===== src/rtl/distribute_1x2_branch_buffer.sv =====
// Two-branch elastic buffer behind the 1x2 distribute switch, one FIFO per branch (high, low).
// Latency: a word accepted at edge N appears on o_valid/o_data_bus after edge N; there is no bypass.
// Backpressure: single o_ready drops when either FIFO is full or i_en=0. Optional DISTRIBUTE_BUF_STALL_CNT_EN adds o_stall_cnt.
module distribute_1x2_branch_buffer #(
  parameter int DATA_WIDTH = 32,
  parameter int FIFO_DEPTH = 4,
  parameter int ADDR_WIDTH = 2
) (
  input  logic                    clk,
  input  logic                    rst_n,
  input  logic                    i_en,
  input  logic [1:0]              i_valid,
  input  logic [2*DATA_WIDTH-1:0] i_data_bus,
  output logic                    o_ready,
  output logic [1:0]              o_valid,
  output logic [2*DATA_WIDTH-1:0] o_data_bus,
  input  logic [1:0]              i_ready
`ifdef DISTRIBUTE_BUF_STALL_CNT_EN
  ,
  output logic [31:0]             o_stall_cnt
`endif
);

  localparam logic [ADDR_WIDTH:0] CNT_FULL = (ADDR_WIDTH+1)'(FIFO_DEPTH);

  logic [1:0] full;

  // A single ready covers both branches so a duplicate beat is never half-accepted.
  assign o_ready = i_en & rst_n & ~full[1] & ~full[0];

  genvar b;
  for (b = 0; b < 2; b++) begin : g_branch
    logic [DATA_WIDTH-1:0] mem [FIFO_DEPTH];
    logic [ADDR_WIDTH-1:0] wptr;
    logic [ADDR_WIDTH-1:0] rptr;
    logic [ADDR_WIDTH:0]   cnt;
    logic                  wr;
    logic                  rd;

    assign wr = i_valid[b] & o_ready;
    assign rd = o_valid[b] & i_ready[b];

    always_ff @(posedge clk) begin
      if (wr) begin
        mem[wptr] <= i_data_bus[b*DATA_WIDTH +: DATA_WIDTH];
      end
    end

    always_ff @(posedge clk) begin
      if (!rst_n) begin
        wptr <= '0;
        rptr <= '0;
        cnt  <= '0;
      end else begin
        if (wr) begin
          wptr <= wptr + ADDR_WIDTH'(1);
        end
        if (rd) begin
          rptr <= rptr + ADDR_WIDTH'(1);
        end
        case ({wr, rd})
          2'b10:   cnt <= cnt + (ADDR_WIDTH+1)'(1);
          2'b01:   cnt <= cnt - (ADDR_WIDTH+1)'(1);
          default: cnt <= cnt;
        endcase
      end
    end

    assign full[b]    = (cnt == CNT_FULL);
    assign o_valid[b] = (cnt != '0);
    // Idle branches present zero rather than stale memory contents.
    assign o_data_bus[b*DATA_WIDTH +: DATA_WIDTH] = o_valid[b] ? mem[rptr] : '0;
  end

`ifdef DISTRIBUTE_BUF_STALL_CNT_EN
  always_ff @(posedge clk) begin
    if (!rst_n) begin
      o_stall_cnt <= '0;
    end else if ((|i_valid) && !o_ready && (o_stall_cnt != 32'hFFFF_FFFF)) begin
      o_stall_cnt <= o_stall_cnt + 32'd1;
    end
  end
`endif

endmodule


===== config.mk =====
export PLATFORM = sky130hd
export DESIGN_NAME = distribute_1x2_branch_buffer
export DESIGN_NICKNAME = d
export VERILOG_FILES = /design/src/rtl/distribute_1x2_branch_buffer.sv
export SDC_FILE = /design/constraint.sdc
export NUM_CORES = 1
export LEC_CHECK = 0
export CAP_MARGIN = 40
export CORE_MARGIN = 1.5
export CORE_UTILIZATION = 35
export DETAILED_ROUTE_END_ITERATION = 12
export PLACE_DENSITY = 0.56
export SETUP_SLACK_MARGIN = 0.3
export SYNTH_ARGS = -nofsm -noshare
export SYNTH_HDL_FRONTEND = slang
export SYNTH_SLANG_ARGS = --single-unit
export TNS_END_PERCENT = 30

===== constraint.sdc =====
create_clock -name clk -period 3.1 [get_ports clk]
set_clock_uncertainty 0.15 [all_clocks]
set_input_delay 0.31 -clock clk [delete_from_list [all_inputs] [get_ports clk]]
set_output_delay 0.31 -clock clk [all_outputs]
set_load 0.01 [all_outputs]

Yosys cells after proc, flatten, opt, wreduce, memory -nomap -nowiden
Memories as Yosys holds them, arrays and structs flattened. A register that Yosys moved wholly into a read port is not among the register bits. Index checks and enable logic that the tools add are counted.

Register bits after elaboration: 14. Bits of input ports: 71. Memories: 2. Memory bits (writable): 256.

Memories: g_branch[0].mem (words 4, width 32, rd ports 1, clocked after memory_dff 1, write ports 1, line 33) `logic [DATA_WIDTH-1:0] mem [FIFO_DEPTH];`; g_branch[1].mem (words 4, width 32, rd ports 1, clocked after memory_dff 1, write ports 1, line 33).

Mux-type cells: 12. Equal/unequal tests: 6. Bitwise logic cells: 9. Reductions and logical operators: 4. Add/subtract/negate cells: 8.

Operator list (number): 32-bit two-way mux (2); 3-bit case mux with 2 select lines (2); 2-bit by 1-bit adder with 2-bit output, second input constant (4); 2-bit two-way mux (4); 1-bit bitwise AND (7); 3-bit by 1-bit adder with 3-bit output, second input constant (2); 3-bit == test, second input constant (2); 3-bit nonzero test (2); 3-bit by 1-bit subtractor with 3-bit output, second input constant (2); 2-bit by 1-bit == test with 1-bit output, second input constant (2); 2-bit == test, second input constant (2); 1-bit two-way mux (4); 2-bit nonzero test (2); 1-bit NOT (2).

Depth between registers and ports, before layout
Depth after elaboration: 7. Depth in mapped cells: 10. Depth with buffers taken out: 9.

Least setup slack after synthesis
OpenSTA, ideal clock, no wires.

Path kind: reg2reg. Start point: register g_branch[1].cnt[2]. End point: register g_branch[1].cnt[2]. Cell stages (with the launch flop): 10. Period minus slack after synthesis: 2291 ps. Data required time: 2880 ps. Slack: 809 ps. Arrival: 2071 ps. Path buffers: 0. Path through: dfxtp_1 nor3b_4 nor4b_4 inv_1 ha_1 inv_1 fa_1 xor2_1 or3_1 a21oi_1.

Word-level cells in the longest chain between the ends: 7. Elaborated cells on any way between the ends: 13. Classes of those cells: add/sub (2); eq/ne (3); mux (1); bitwise (5); reduce/logical (2).

Ends and longest elaborated chain: start: declaration (line 36) `logic [ADDR_WIDTH:0] cnt;`; start signal: assignment (line 62) `2'b10: cnt <= cnt + (ADDR_WIDTH+1)'(1);`; start signal: assignment (line 63) `2'b01: cnt <= cnt - (ADDR_WIDTH+1)'(1);`; start signal: assignment (line 64) `default: cnt <= cnt;`; 3-bit == test (line 69) `assign full[b] = (cnt == CNT_FULL);`; 1-bit NOT (line 29) `assign o_ready = i_en & rst_n & ~full[1] & ~full[0];`; 1-bit bitwise AND (2 in series) (line 29); 1-bit bitwise AND (line 40) `assign wr = i_valid[b] & o_ready;`; 2-bit by 1-bit == test with 1-bit output or 2-bit == test (tied branches) (line 61) `case ({wr, rd})`; 3-bit case mux with 2 select lines or 2-bit nonzero test (tied branches).

Parallel ways exist; a longest one is shown, timed or not. A chain may end at the register's enable or synchronous reset.

==> flow_summary.json <==
{
  "status": "finished clean",
  "ys.flop_type": "edfxtp_1",
  "synth_area_sq_um": 10850,
  "clockRootBuffer": "clkbuf_16",
  "grt_max_degree": 33,
  "area_delta_synth_final_pct": 27.93,
  "min_path_type": "primary input to register",
  "timing.rr.start": "g_branch[1].cnt[2]",
  "h-tree-depth": 1,
  "ioPinCount": 138,
  "rsz0062_at_grt": "yes",
  "layout.nets": 780,
  "wirelength_um": 21430,
  "holdPathStages": 1,
  "drv_cap": 0,
  "cp_cell_sequence": "clkbuf_16 -> mux4_2 -> nor2b_4 -> clkdlybuf4s50_1",
  "required_ns": 2.64,
  "clk_latency_ns": 0.53,
  "ys_async_sr_fraction_pct": 0,
  "num_rows": 64,
  "drive_gt1_share_pct": 23.40,
  "grt_pass1_wl_um": 32310,
  "drc": 0,
  "placed_area_sq_um": 12780,
  "cp_slowest_stage_delay_ns": 0.52,
  "wl_per_cell_um": 19.23,
  "endpoint_kind": "primary output",
  "synth_area_leaders": "edfxtp_1 71%, mux4_2 13%, dfxtp_1 3.3%",
  "place_inst": 1047,
  "antennaDiodeCount": 0,
  "yosysMostFrequentCell": "edfxtp_1",
  "drt_iter0_drc": 280,
  "min_to": "g_branch[1].mem[3][3]",
  "cts_hold_buf": 0,
  "fin_setup_tns_ns": 0,
  "finalHoldViolations": 0,
  "grt-ovfl-total": 0,
  "antenna_left": 0,
  "antenna_found_initial": 2,
  "multi_input_area_sq_um": 2556,
  "die_w_um": 179.1,
  "irDropWorstVdd_mv": 0.4537,
  "critPathArrivalTime_ns": 2.31,
  "cts_buffers": 29,
  "nFillCells": 2645,
  "vias": 5312,
  "core-area_sq_um": 30590,
  "synth-seq-cells": 274,
  "synth_top_area_share_pct": 70.82,
  "yosysUniqueCellTypes": 28,
  "pwr_density_cell_nw_per_um2": 730.7,
  "hold_start": "i_data_bus[35]",
  "clk_pin_slew_ns": 0.06,
  "regToRegSetupSlack_ns": 0.55,
  "max_freq_mhz": 360.6,
  "design_area_sq_um": 13890,
  "cts_tree": "done",
  "grt_pass1_vias": 5823,
  "portBuffers": 137,
  "r2r-end": "g_branch[1].cnt[2]",
  "worstSetupPathType": "register to primary output",
  "crit_slowest_cell": "mux4_2",
  "die_h_um": 179.1,
  "yosysWarnings": 0,
  "slew_headroom_pct": 64.08,
  "dieArea_sq_um": 32080,
  "cts_sinks": 274,
  "avgSynthCellArea_sq_um": 20.99,
  "worst_pin_slew_ns": 0.5388,
  "totalPowerFinal_mw": 10.15,
  "finalCritPeriodShare_pct": 89.45,
  "hpwl_um": 12850,
  "finalNonFillerCells": 1114,
  "cts.path.max_buffers": 3,
  "yosys-top-cells-count": "256 x edfxtp_1, 64 x mux4_2, 54 x nor2b_1",
  "regArea_sq_um": 8063,
  "viasPerCell": 4.768,
  "ys_seq_area_share_pct": 74.14,
  "yosysTopAreaCell": "edfxtp_1",
  "cp_max_fo": 7,
  "start_util_pct": 35.48,
  "synth_edf_count": 256,
  "ff2ff_path_depth": 9,
  "drt_first_pass_iters": 4,
  "gp_congestion": 0.7105,
  "slew_violations": 0,
  "layout_min_cycle_time_ns": 2.773,
  "crit_path_start_kind": "register",
  "syn_nets": 600,
  "hold_ws_ns": 0.2611,
  "grt_usage_pct": 13.36,
  "syn_inst": 517,
  "power_leakage_nw": 4.642,
  "setup_viol": 0
}
sequential cells by signal, summed over array words and instances (netlist names), named ones only:
| register | cells |
|---|---|
| g_branch.mem | 256 |
| g_branch.cnt | 6 |
| g_branch.rptr | 4 |
| g_branch.wptr | 4 |
report_power, final:
group	internal (mW)	total [mW]	leakage (nW)	switching [mW]
Clock	1.88	3.19	0.428	1.32
Sequential	4.17	4.29	2.46	0.119
Combinational	1.53	2.67	1.75	1.14
Total	7.57	10.1	4.64	2.58
cell families after synthesis:
family | Yosys count | share of synthesized area, %
AO/OA/AOI/OAI | 10 | 0.5764
buffers and inverters | 39 | 2.513
adder cells (fa/ha/maj) | 12 | 1.522
XOR/XNOR | 8 | 0.6456
flip-flops | 274 | 74.14
multiplexers | 68 | 13.65
AND/OR/NAND/NOR | 106 | 6.951
per-stage QoR:
stage,utilization (%),worst slack [ns]
floorplan,-,0.8092
global placement,41.79,0.5325
detailed placement,41.79,0.4894
CTS,45.02,0.2820
global route,45.39,0.2324
finish,45.39,0.3270
worst max-delay path: cells and delay by family, from the launching register on:
kind | cells | cell delay (ns)
buf+inv | 2 | 0.68
mux | 1 | 0.52
flops | 1 | 0.44
simple gates | 1 | 0.15
worst max-delay path by stage:
stage | start | endpoint | cells after the start
after CTS | register | o_data_bus[39] | 4
after global placement | i_en | g_branch[1].cnt[2] | 10
after floorplan | g_branch[1].cnt[2] | g_branch[1].cnt[2] | 9
after detailed placement | i_en | g_branch[1].cnt[2] | 10
after global routing | register | o_data_bus[44] | 4
final | register | o_data_bus[54] | 4
metal layers:
layer | global-route usage [%] | up-vias | wire, um
met5 | 0 | - | 27
met3 | 3.478 | 31 | 1395
met2 | 24.12 | 137 | 10880
li1 | - | 2391 | -
met4 | 3.168 | 4 | 401
met1 | 15.87 | 2749 | 8727
placed cells by master, fill, tap and decap left out, drive strengths merged:
cell type	instances
edfxtp	256
clkdlybuf4s50	124
mux4	64
nor2b	64
clkbuf	40
buf	32
dfxtp	18
inv	17
nor2	12
dlymetal6s2s	12
nand2	11
clkinv	11
ha	10
and2	8
xor2	8
nor3	5
a21oi	4
mux2i	4
o31ai	2
nor3b	2
nor4b	2
o311ai	2
o21ai	2
or3	2
fa	2
bufinv	2
clkinvlp	1
dlygate4sd2	1
cell type report:
class                      instances  area share, %
clock buffer                      38          5.469
tap                              396          3.568
multi-input combinational        204          18.41
sequential                       274          58.06
clock inverter                    14         0.8470
inverter                          17         0.4595
timing repair buffer             171          13.18
repair_timing:
action	in CTS	in global routing
setup endpoints to repair	66	44
gates cloned	1	2
pin swaps	2	0
endpoints found under the hold margin	0	0
buffers inserted	8	4
gates resized for setup	7	13
Power figures use the tool's default switching activity.
